## src/rtl/pipe_pkg.sv

```systemverilog
// Shared pipeline definitions for the ID/EX stage: FSM encoding,
// the bubble control constant and default widths.
package pipe_pkg;

    // Default ALU operation code width.
    localparam int ALUOP_W_DEF = 4;

    // Width of the optional hazard-stall counter (STALL_CNT_EN builds).
    localparam int STALL_CNT_W = 16;

    // ID/EX control FSM: RUN evaluates hazards, STALL is the single
    // cycle after a load-use bubble has been inserted.
    typedef enum logic {
        ST_RUN   = 1'b0,
        ST_STALL = 1'b1
    } id_ex_state_e;

    // Single-bit control group carried from ID to EX.
    typedef struct packed {
        logic reg_w;
        logic mem_r;
        logic mem_w;
        logic alu_src;
    } ctrl_t;

    // A bubble carries no side effects: no write, no memory access.
    localparam ctrl_t CTRL_BUBBLE = '0;

endpackage

```

## src/rtl/load_use_detect.sv

```systemverilog
// Combinational load-use hazard compare between the load sitting in the
// ID/EX register and the source registers of the instruction in ID.
module load_use_detect (
    input  logic       is_run,
    input  logic       ex_mem_r,
    input  logic [4:0] ex_rd,
    input  logic [4:0] id_rs,
    input  logic [4:0] id_rt,
    output logic       hazard
);

    // Register 0 is hard-wired, so a load targeting it never creates a hazard.
    always_comb begin
        hazard = is_run && ex_mem_r && (ex_rd != 5'd0) &&
                 ((ex_rd == id_rs) || (ex_rd == id_rt));
    end

endmodule

```

## src/rtl/id_ex_stage.sv

```systemverilog
// ID/EX pipeline register with load-use stall control and flush handling.
// Optional feature: define STALL_CNT_EN to add the saturating stall_count
// output; without it the counter and the port are absent.
module id_ex_stage
    import pipe_pkg::*;
#(
    parameter int DATA_W  = 32,
    parameter int ALUOP_W = ALUOP_W_DEF
) (
    input  logic               clk,
    input  logic               rst,
    input  logic [4:0]         RsAddr_2,
    input  logic [4:0]         RtAddr_2,
    input  logic [4:0]         RdAddr_2,
    input  logic [DATA_W-1:0]  RsData_2,
    input  logic [DATA_W-1:0]  RtData_2,
    input  logic [DATA_W-1:0]  Imm_2,
    input  logic               Reg_w_2,
    input  logic               Mem_r_2,
    input  logic               Mem_w_2,
    input  logic               ALUsrc_2,
    input  logic [ALUOP_W-1:0] ALUop_2,
    input  logic               flush_3,
    output logic [4:0]         RsAddr_2_to_3,
    output logic [4:0]         RtAddr_2_to_3,
    output logic [4:0]         RdAddr_2_to_3,
    output logic [DATA_W-1:0]  RsData_2_to_3,
    output logic [DATA_W-1:0]  RtData_2_to_3,
    output logic [DATA_W-1:0]  Imm_2_to_3,
    output logic               Reg_w_2_to_3,
    output logic               Mem_r_2_to_3,
    output logic               Mem_w_2_to_3,
    output logic               ALUsrc_2_to_3,
    output logic [ALUOP_W-1:0] ALUop_2_to_3,
    output logic               stall_1_2
`ifdef STALL_CNT_EN
    ,
    output logic [STALL_CNT_W-1:0] stall_count
`endif
);

    id_ex_state_e       state_q, state_d;
    logic [4:0]         rs_addr_q, rs_addr_d;
    logic [4:0]         rt_addr_q, rt_addr_d;
    logic [4:0]         rd_addr_q, rd_addr_d;
    logic [DATA_W-1:0]  rs_data_q, rs_data_d;
    logic [DATA_W-1:0]  rt_data_q, rt_data_d;
    logic [DATA_W-1:0]  imm_q, imm_d;
    ctrl_t              ctrl_q, ctrl_d;
    logic [ALUOP_W-1:0] aluop_q, aluop_d;
    logic               hazard;
    logic               bubble;

    load_use_detect u_load_use_detect (
        .is_run   (state_q == ST_RUN),
        .ex_mem_r (ctrl_q.mem_r),
        .ex_rd    (rd_addr_q),
        .id_rs    (RsAddr_2),
        .id_rt    (RtAddr_2),
        .hazard   (hazard)
    );

    // Next-state and next-contents: a flush or a hazard inserts a bubble,
    // otherwise ID is captured with register-0 writes suppressed.
    always_comb begin
        bubble    = flush_3 || hazard;
        stall_1_2 = hazard && !flush_3 && !rst;
        state_d   = (hazard && !flush_3) ? ST_STALL : ST_RUN;

        rs_addr_d      = RsAddr_2;
        rt_addr_d      = RtAddr_2;
        rd_addr_d      = RdAddr_2;
        rs_data_d      = RsData_2;
        rt_data_d      = RtData_2;
        imm_d          = Imm_2;
        ctrl_d.reg_w   = Reg_w_2 && (RdAddr_2 != 5'd0);
        ctrl_d.mem_r   = Mem_r_2;
        ctrl_d.mem_w   = Mem_w_2;
        ctrl_d.alu_src = ALUsrc_2;
        aluop_d        = ALUop_2;

        if (bubble) begin
            rs_addr_d = '0;
            rt_addr_d = '0;
            rd_addr_d = '0;
            rs_data_d = '0;
            rt_data_d = '0;
            imm_d     = '0;
            ctrl_d    = CTRL_BUBBLE;
            aluop_d   = '0;
        end
    end

    // Pipeline register and FSM state; reset overrides flush and hazard.
    always_ff @(posedge clk) begin
        if (rst) begin
            state_q   <= ST_RUN;
            rs_addr_q <= '0;
            rt_addr_q <= '0;
            rd_addr_q <= '0;
            rs_data_q <= '0;
            rt_data_q <= '0;
            imm_q     <= '0;
            ctrl_q    <= CTRL_BUBBLE;
            aluop_q   <= '0;
        end else begin
            state_q   <= state_d;
            rs_addr_q <= rs_addr_d;
            rt_addr_q <= rt_addr_d;
            rd_addr_q <= rd_addr_d;
            rs_data_q <= rs_data_d;
            rt_data_q <= rt_data_d;
            imm_q     <= imm_d;
            ctrl_q    <= ctrl_d;
            aluop_q   <= aluop_d;
        end
    end

    assign RsAddr_2_to_3 = rs_addr_q;
    assign RtAddr_2_to_3 = rt_addr_q;
    assign RdAddr_2_to_3 = rd_addr_q;
    assign RsData_2_to_3 = rs_data_q;
    assign RtData_2_to_3 = rt_data_q;
    assign Imm_2_to_3    = imm_q;
    assign Reg_w_2_to_3  = ctrl_q.reg_w;
    assign Mem_r_2_to_3  = ctrl_q.mem_r;
    assign Mem_w_2_to_3  = ctrl_q.mem_w;
    assign ALUsrc_2_to_3 = ctrl_q.alu_src;
    assign ALUop_2_to_3  = aluop_q;

`ifdef STALL_CNT_EN
    logic [STALL_CNT_W-1:0] stall_cnt_q, stall_cnt_d;

    // Count each RUN->STALL entry, holding at all-ones once saturated.
    always_comb begin
        stall_cnt_d = stall_cnt_q;
        if (stall_1_2 && (stall_cnt_q != {STALL_CNT_W{1'b1}})) begin
            stall_cnt_d = stall_cnt_q + 1'b1;
        end
    end

    // Stall counter register.
    always_ff @(posedge clk) begin
        if (rst) begin
            stall_cnt_q <= '0;
        end else begin
            stall_cnt_q <= stall_cnt_d;
        end
    end

    assign stall_count = stall_cnt_q;
`endif

endmodule

```

## config.mk

```make
export PLATFORM = sky130hd
export DESIGN_NAME = id_ex_stage
export DESIGN_NICKNAME = d
export VERILOG_FILES = /design/src/rtl/pipe_pkg.sv /design/src/rtl/load_use_detect.sv /design/src/rtl/id_ex_stage.sv
export SDC_FILE = /design/constraint.sdc
export NUM_CORES = 1
export LEC_CHECK = 0
export ABC_CLOCK_PERIOD_IN_PS = 4400
export CAP_MARGIN = 15
export CORE_ASPECT_RATIO = 2
export CORE_MARGIN = 3
export CORE_UTILIZATION = 37
export DETAILED_ROUTE_END_ITERATION = 16
export HOLD_SLACK_MARGIN = 0.15
export PLACE_DENSITY = 0.85
export SLEW_MARGIN = 10
export SYNTH_ARGS = -nofsm -noshare
export SYNTH_HDL_FRONTEND = slang
export SYNTH_SLANG_ARGS = --single-unit
```

## constraint.sdc

```tcl
create_clock -name clk -period 4.4 [get_ports clk]
set_input_delay 0.88 -clock clk [delete_from_list [all_inputs] [get_ports clk]]
set_output_delay 0.88 -clock clk [all_outputs]
set_load 0.05 [all_outputs]
```

# Yosys cells after proc, flatten, opt, wreduce, memory -nomap -nowiden
# Index checks and enable logic that the tools add are counted.
# word_totals
reg_bits,120
output_inout_bits,120
# op_classes
n_eq_ne,2
muxes,1
bitwise_logic,1
n_reduce_logical,13
# op_table
op,n
$eq 5x5->1,2
$reduce_bool 5->1,2
$logic_and 1x1->1,6
$logic_not 1->1,2
$logic_or 1x1->1,2
$reduce_or 2->1,1
$mux 1,1
$not 1->1,1

# Longest topological paths before layout
# Gate-level depths: netlist of run 1.
# depth
ltp_word,6
ltp_mapped,7
ltp_nobuf,5

# Cells and area by module
# Synthesis of run 1 repeated with hierarchy kept, for this count alone.
# unflattened
cells_unflattened,274
area_unflattened_um2,3388.2
# modules_own_cells
mod,instances,cells_each,area_per_inst_um2,seq_area_each_um2
id_ex_stage,1,257,3255.6,2402.3
load_use_detect,1,17,132.6,0.0

# Worst setup path before layout of run 1
# OpenSTA, ideal clock, no wires.
# synth_path
path_type,in2out
from,in RsAddr_2[4]
to,out stall_1_2
arrival_time_ns,1.835
required_ns,3.520
path_slack_ns,1.685
stages,4
cell_sequence,xnor2_1 > nand3_1 > o22ai_1 > and4_1
# synth_via
elab_chain_cells,5
# synth_lines
item,line,rtl
from (decl),id_ex_stage.sv:12,"input logic [4:0] RsAddr_2,"
$eq 5x5->1,load_use_detect.sv:15,((ex_rd == id_rs) || (ex_rd == id_rt));
$logic_or 1x1->1,load_use_detect.sv:15,
$logic_and 1x1->1,load_use_detect.sv:14,hazard = is_run && ex_mem_r && (ex_rd != 5'd0) &&
$logic_and 1x1->1 (2 in series),id_ex_stage.sv:67,stall_1_2 = hazard && !flush_3 && !rst;
to (decl),id_ex_stage.sv:35,output logic stall_1_2
# No other way between the ends.

# Worst setup path after layout of run 1
# layout_path
from,in RtAddr_2[1]
to,out stall_1_2
# layout_via
elab_chain_cells,5
# layout_lines
item,line,rtl
from (decl),id_ex_stage.sv:13,"input logic [4:0] RtAddr_2,"
$eq 5x5->1,load_use_detect.sv:15,
$logic_or 1x1->1,load_use_detect.sv:15,
$logic_and 1x1->1,load_use_detect.sv:14,
$logic_and 1x1->1 (2 in series),id_ex_stage.sv:67,
# No other way between the ends.

==> metrics.md, run 1 <==
| Metric | Value |
|---|---|
| Worst path arrival time | `roughly 3.1 ns` |
| Pwr Density | `452.2 nW/um^2` |
| CP Capture Point | `stall_1_2` |
| R2R Setup Slk | `2.47 ns` |
| Number of global-route vias before repair | `between 2,000 and 3,000` |
| Warnings from Yosys | `0` |
| Die Ht | `141.4 um` |
| Fin crit period | `~4.0 ns` |
| Vias per cell | `approximately 4.2` |
| Place WS | `between 0.4 and 0.5 ns` |
| Area delta synth->final | `91.11%` |
| Final nets | `roughly 650` |
| Initial Util | `0.3870` |
| Synthesized instance count | `~280` |
| Final Cycle Share | `0.9030` |
| Fin Hold WS | `approximately 0.65 ns` |
| GRT met3 Usage | `0.06667` |
| Critical path fanouts, max | `3` |
| Pin count of the biggest net entering global routing | `81` |
| Critical path class | `in -> out` |
| WL final | `about 10,000 um` |
| Slew headroom | `0.6106` |
| Reg2Reg Launch Point | `RdAddr_2_to_3[4]` |
| Clk_lat worst skew | `around 0.39 ns` |
| PnR worst setup slack | `roughly 0.43 ns` |
| GR Layer Usage met2 | `0.3464` |
| Sequential fraction of the synthesis area | `0.7080` |
| CTS Buffer Depth | `2` |
| Final setup vio count | `0` |
| RSZ-0062 raised after global routing | `false` |
| Fin. Hold Viols | `0` |
| Syn avg cell area | `12.29 um^2` |
| H-tree levels | `4` |
| Clk pin slew, worst setup/hold paths | `roughly 0.05 ns` |
| Max Cap Violations | `0` |
| CP Data Required Time | `3.52 ns` |
| Rows | `48` |
| PostCTS Resize Cnt | `0` |
| Area taken by multi-input logic gates | `between 900 and 1000 um^2` |
| Crit path from | `RtAddr_2[1]` |
| First drt pass iteration count | `3` |
| Register Area | `2402 um^2` |
| Fillers | `594` |
| RR Endpoint | `Imm_2_to_3[1]` |
| Hold Buf Count CTS | `0` |
| Clock sinks | `120` |
| Final slew viol count | `0` |
| Detail Route Antenna Nets | `0` |
| Crit end category | `output port` |
| First-pass GRT wire length | `between 10,000 and 15,000 um` |
| Setup Skew | `around 0.0095 ns` |
| #FFs+latches synth | `120` |
| Mapped Area | `3393 um^2` |
| Status | `completed` |
| Synth unique cells | `15` |
| Setup TNS | `0 ns` |
| Number of DRC markers in iteration 0 | `between 50 and 60` |
| Gpl congestion | `a little under 0.8` |
| Fmax | `~0.25 GHz` |
| Met1 Use GR | `0.1837` |
| Leakage power | `roughly 2.6 nW` |
| Routed via count | `2,705` |
| Ports | `242` |
| Post-CTS Setup Repair Bufs | `0` |
| Design area | `6485 um^2` |
| VDD IR max | `0.3781 mV` |
| Root buffer cell | `clkbuf_16` |
| Die width | `73.72 um` |
| Core area | `about 8800 um^2` |
| Share of post-route cells with drive strength above 1 | `0.05773` |
| Final global-route overflow total | `0` |
| Number of diodes | `0` |
| Startpoint types | `input port` |
| WL/cell | `approximately 16 um` |
| Hold crit path type | `reg -> reg` |
| I/O Buffers | `241` |
| CTS tree | `done` |
| Die ar. | `roughly 10,000 um^2` |
| Gr usage total | `0.1942` |
| R2R depth | `6` |
| Hpwl dp | `7928 um` |
| Slew @ Worst Pin | `roughly 0.58 ns` |
| Drc violations | `0` |
| Placed standard-cell area | `slightly below 6000 um^2` |
| Syn_nets | `398` |
| GRT busiest layer | `met2` |
| TritonCTS Buffers | `17` |
| Initial antenna violation count | `0` |
kinds of logic (layout without fill, tap and decap cells):
group	after synthesis	count (layout)	synth area share
DFF	120	120	0.7080
buffers and inverters	13	274	0.02065
xor gates and xnor gates	10	10	0.02581
and+or+nand+nor	130	130	0.2364
AOI/OAI and AO/OA	3	3	0.009218
worst max-delay path: stages:
cell	delay, ns
clkdlybuf4s50_1	0.53
xnor2_1	0.14
nand3_1	0.09
o22ai_1	0.36
and4_1	0.28
clkdlybuf4s50_1	0.81
layout by cell type (no fill, tap or decap), drive strengths merged:
master / Yosys / layout
clkdlybuf4s50: 0 / 241
dfxtp: 120 / 120
and2: 118 / 118
clkbuf: 11 / 23
xnor2: 10 / 10
nand2: 3 / 3
clkinv: 0 / 3
bufinv: 0 / 3
nor2: 2 / 2
nand3: 2 / 2
and4: 2 / 2
clkinvlp: 0 / 2
buf: 2 / 2
o22ai: 1 / 1
nor3: 1 / 1
nor2b: 1 / 1
a311oi: 1 / 1
or3: 1 / 1
o311a: 1 / 1
flip-flops by register name, indices dropped and copies added, names as in the netlist:
name           cells
ALUop_2_to_3       4
ALUsrc_2_to_3      1
Imm_2_to_3        32
Mem_r_2_to_3       1
Mem_w_2_to_3       1
RdAddr_2_to_3      5
Reg_w_2_to_3       1
RsAddr_2_to_3      5
RsData_2_to_3     32
RtAddr_2_to_3      5
RtData_2_to_3     32
state_q            1
metal layers:
layer  vias up  part of all wire
met5         -                 0
met2       139              0.56
met4         0             0.041
met3        24             0.071
li1       1343                 -
met1      1199              0.33
report_power, final:
group | switching [mW] | internal, mW | total [mW] | leakage, nW
clock network | 0.445 | 0.929 | 1.37 | 0.289
registers | 0.0132 | 1.13 | 1.15 | 0.986
logic | 0.220 | 0.192 | 0.412 | 1.29
total | 0.679 | 2.25 | 2.93 | 2.57
worst min path at each step:
| stage | startpoint | to | cells after the start |
|---|---|---|---|
| 3_3_place_gp | state_q | state_q | 2 |
| 3_5_place_dp | state_q | state_q | 2 |
| 4_1_cts | state_q | state_q | 2 |
| 6_report | state_q | state_q | 2 |
| 5_1_grt | state_q | state_q | 2 |
| 2_1_floorplan | state_q | state_q | 2 |
Yosys cell counts:
library cell | n | share of area
nor2b_1 | 1 | 0.0018
o22ai_1 | 1 | 0.0018
clkbuf_2 | 11 | 0.016
nor3_1 | 1 | 0.0015
nand2_1 | 3 | 0.0033
or3_1 | 1 | 0.0018
o311a_1 | 1 | 0.0029
buf_4 | 2 | 0.0044
nand3_1 | 2 | 0.0029
nor2_1 | 2 | 0.0022
and2_1 | 118 | 0.22
xnor2_1 | 10 | 0.026
and4_1 | 2 | 0.0052
dfxtp_1 | 120 | 0.71
a311oi_2 | 1 | 0.0044
metrics by stage:
step	std cells	total power, mW	utilization
floorplan	276	1.375	-
global placement	606	1.577	0.6714
finish	637	2.933	0.7396
CTS	637	2.959	0.7396
detailed placement	606	1.582	0.6714
global route	637	3.028	0.7396
area by class of cell:
type / instances / area share
clock buffers: 23 / 0.07370
clock inverters: 8 / 0.01852
multi-input cells: 143 / 0.1437
flip-flops and latches: 120 / 0.3704
well taps: 100 / 0.01929
repair buffers: 243 / 0.3743
Power figures use the tool's default switching activity.
==> inputs of run 2 (changes only) <==
--- a/config.mk
+++ b/config.mk
@@ -7,12 +7,13 @@
 export LEC_CHECK = 0
 export ABC_CLOCK_PERIOD_IN_PS = 4400
 export CAP_MARGIN = 15
-export CORE_ASPECT_RATIO = 2
+export CORE_ASPECT_RATIO = 1.5
 export CORE_MARGIN = 3
 export CORE_UTILIZATION = 37
+export CTS_CLUSTER_DIAMETER = 60
 export DETAILED_ROUTE_END_ITERATION = 16
 export HOLD_SLACK_MARGIN = 0.15
-export PLACE_DENSITY = 0.85
+export PLACE_DENSITY_LB_ADDON = 0.3
 export SLEW_MARGIN = 10
 export SYNTH_ARGS = -nofsm -noshare
 export SYNTH_HDL_FRONTEND = slang
==> run 2 against run 1 <==
Against the previous run: sequential power is essentially flat; hold slack lost 0.0040 ns; sequential share of layout area shrank 0.26 points; highest routed layer unchanged; largest cell class unchanged; setup slack gained 0.066 ns.
==> metrics.md, run 2 (synthesis results as in run 1) <==
| Metric | Value |
|---|---|
| RR Endpoint | `Reg_w_2_to_3 (was Imm_2_to_3[1])` |
| Drc violations | `0 (unchanged)` |
| Routed via count | `2,802 (was 2,705)` |
| Clk pin slew, worst setup/hold paths | `0.05 ns (about the same)` |
| TritonCTS Buffers | `17 (unchanged)` |
| Share of post-route cells with drive strength above 1 | `0.06320 (was 0.05773)` |
| Area delta synth->final | `92.44% (was 91.11%)` |
| CP Data Required Time | `3.52 ns (about the same)` |
| Post-CTS Setup Repair Bufs | `0 (unchanged)` |
| CTS Buffer Depth | `2 (unchanged)` |
| H-tree levels | `4 (unchanged)` |
| Cell Chain, Critical Path | `clkdlybuf4s50_1, xnor2_1, nand3_1, o22ai_1, and4_1, clkdlybuf4s50_1 (unchanged)` |
| RSZ-0062 raised after global routing | `false (unchanged)` |
| Final Util | `0.7353 (was 0.7396)` |
| Ports | `242 (unchanged)` |
| Leakage power | `2.575 nW (was 2.566 nW)` |
| Net Sw Frac | `0.2329 (was 0.2314)` |
| Reg2Reg Launch Point | `RdAddr_2_to_3[1] (was RdAddr_2_to_3[4])` |
| Crit end category | `output port (unchanged)` |
| Max Cap Violations | `0 (unchanged)` |
| Combinational share of power | `0.137 (was 0.141)` |
| Most frequent cells in the layout | `241 x clkdlybuf4s50_1, 120 x dfxtp_1, 118 x and2_1 (unchanged)` |
| Delay-heaviest family, CP | `buffers and inverters (unchanged)` |
| Initial antenna violation count | `0 (unchanged)` |
| Fin. Hold Viols | `0 (unchanged)` |
| Worst path arrival time | `3.03 ns (was 3.09 ns)` |
| Internal power | `2.299 mW (was 2.254 mW)` |
| Vias per cell | `4.324 (was 4.246)` |
| CP most frequent cell | `clkdlybuf4s50_1 (unchanged)` |
| Die Ht | `123.3 um (was 141.4 um)` |
| Initial Util | `0.3821 (was 0.3870)` |
| Core area | `8881 um^2 (was 8768 um^2)` |
| R2R depth | `5 (was 6)` |
| Number of DRC markers in iteration 0 | `43 (was 59)` |
| Min-Delay Path Depth | `2 (unchanged)` |
| Total Power | `2.996 mW (was 2.933 mW)` |
| Rows | `42 (was 48)` |
| Slew headroom | `0.5938 (was 0.6106)` |
| VDD IR max | `0.4052 mV (was 0.3781 mV)` |
| Hpwl dp | `7432 um (was 7928 um)` |
| Fin crit period | `3.907 ns (was 3.973 ns)` |
| R2R Setup Slk | `2.38 ns (was 2.47 ns)` |
| Startpoint types | `input port (unchanged)` |
| Critical path fanouts, max | `3 (unchanged)` |
| WL/cell | `14.98 um (was 15.83 um)` |
| Final slew viol count | `0 (unchanged)` |
| Seq pwr share | `0.383 (was 0.391)` |
| Final Cycle Share | `0.8880 (was 0.9030)` |
| Die ar. | `10,380 um^2 (was 10,430 um^2)` |
| CP Depth | `6 (unchanged)` |
| Fillers | `628 (was 594)` |
| Sw Pwr | `0.6979 mW (was 0.6786 mW)` |
| Clock sinks | `120 (unchanged)` |
| Pwr Density | `458.9 nW/um^2 (was 452.2 nW/um^2)` |
| Placed standard-cell area | `5899 um^2 (was 5887 um^2)` |
| CTS tree | `done (unchanged)` |
| Clock power share | `0.480 (was 0.469)` |
| Status | `completed (unchanged)` |
| Slowest stage delay, CP | `0.80 ns (was 0.81 ns)` |
| Fmax | `0.2559 GHz (was 0.2517 GHz)` |
| I/O Buffers | `241 (unchanged)` |
| Hold crit path type | `reg -> reg (unchanged)` |
| Final global-route overflow total | `0 (unchanged)` |
| Final nets | `647 (unchanged)` |
| Slew @ Worst Pin | `0.6093 ns (was 0.5841 ns)` |
| Root buffer cell | `clkbuf_16 (unchanged)` |
| PostCTS Resize Cnt | `0 (unchanged)` |
| Number of global-route vias before repair | `2,874 (was 2,873)` |
| Gpl congestion | `0.7821 (was 0.7923)` |
| Setup TNS | `0 ns (unchanged)` |
| WL final | `9704 um (was 10,080 um)` |
| Design area | `6530 um^2 (was 6485 um^2)` |
| Critical path class | `in -> out (unchanged)` |
| Crit path buffers/inverters | `2 (unchanged)` |
| Most common cell after layout, fill and taps aside | `clkdlybuf4s50_1 (unchanged)` |
| Detail Route Antenna Nets | `0 (unchanged)` |
| Clk_lat worst skew | `0.40 ns (was 0.39 ns)` |
| Fin Hold WS | `0.6425 ns (was 0.6465 ns)` |
| Hold Buf Count CTS | `0 (unchanged)` |
| Slowest stage cell, crit path | `clkdlybuf4s50_1 (unchanged)` |
| First drt pass iteration count | `4 (was 3)` |
| First-pass GRT wire length | `14,450 um (was 14,820 um)` |
| Gr usage total | `0.1856 (was 0.1942)` |
| Final setup vio count | `0 (unchanged)` |
| Crit path from | `RsAddr_2[4] (was RtAddr_2[1])` |
| CP Capture Point | `stall_1_2 (unchanged)` |
| Setup Skew | `0.007694 ns (was 0.009527 ns)` |
| Die width | `84.19 um (was 73.72 um)` |
| Pin count of the biggest net entering global routing | `88 (was 81)` |
| Number of diodes | `0 (unchanged)` |
==> run 2: area by class of cell <==
| class | count | area (um^2) | share of cell area |
|---|---|---|---|
| well taps | 110 | 137.6 | 0.02108 |
| repair buffers | 243 | 2427 | 0.3717 |
| clock inverters | 12 | 173.9 | 0.02663 |
| multi-input cells | 143 | 932.1 | 0.1427 |
| clock buffers | 20 | 456.7 | 0.06994 |
| flip-flops and latches | 120 | 2402 | 0.3679 |
==> run 2: power groups by stage <==
stage                     clock network (mW)  registers [mW]  logic, mW
after detailed placement                   0            1.17      0.412
after global placement                     0            1.17      0.409
final                                   1.44            1.15      0.412
after global routing                    1.52            1.15      0.430
after CTS                               1.47            1.15      0.415
after floorplan                            0            1.32     0.0509
==> run 2: worst min path at each step <==
stage	startpoint	to
after floorplan	state_q	state_q
after global placement	state_q	state_q
after detailed placement	state_q	state_q
after CTS	state_q	state_q
after global routing	state_q	state_q
final	state_q	state_q
==> run 2: metrics by stage <==
step           instances  setup slack (ns)
2_1_floorplan        276             1.685
4_1_cts              648            0.4837
6_report             648            0.4930
3_5_place_dp         616            0.5013
5_1_grt              648            0.4203
3_3_place_gp         616            0.5544
==> run 2: routing by layer <==
| layer | GRT usage | vias up | wire (um) | share of wire |
|---|---|---|---|---|
| met5 | 0 | - | 0 | 0 |
| met4 | 0.1006 | 0 | 339 | 0.035 |
| met3 | 0.09067 | 26 | 993 | 0.10 |
| met2 | 0.3226 | 167 | 5000 | 0.52 |
| met1 | 0.1798 | 1262 | 3372 | 0.35 |
| li1 | - | 1347 | - | - |
==> run 2: worst register-to-register path: cells and delay by family, from the launching register on <==
family,cells,cell delay (ns)
AND/OR/NAND/NOR,2,0.44
buffers and inverters,1,0.53
AO/OA/AOI/OAI,2,0.62
flip-flops,1,0.35
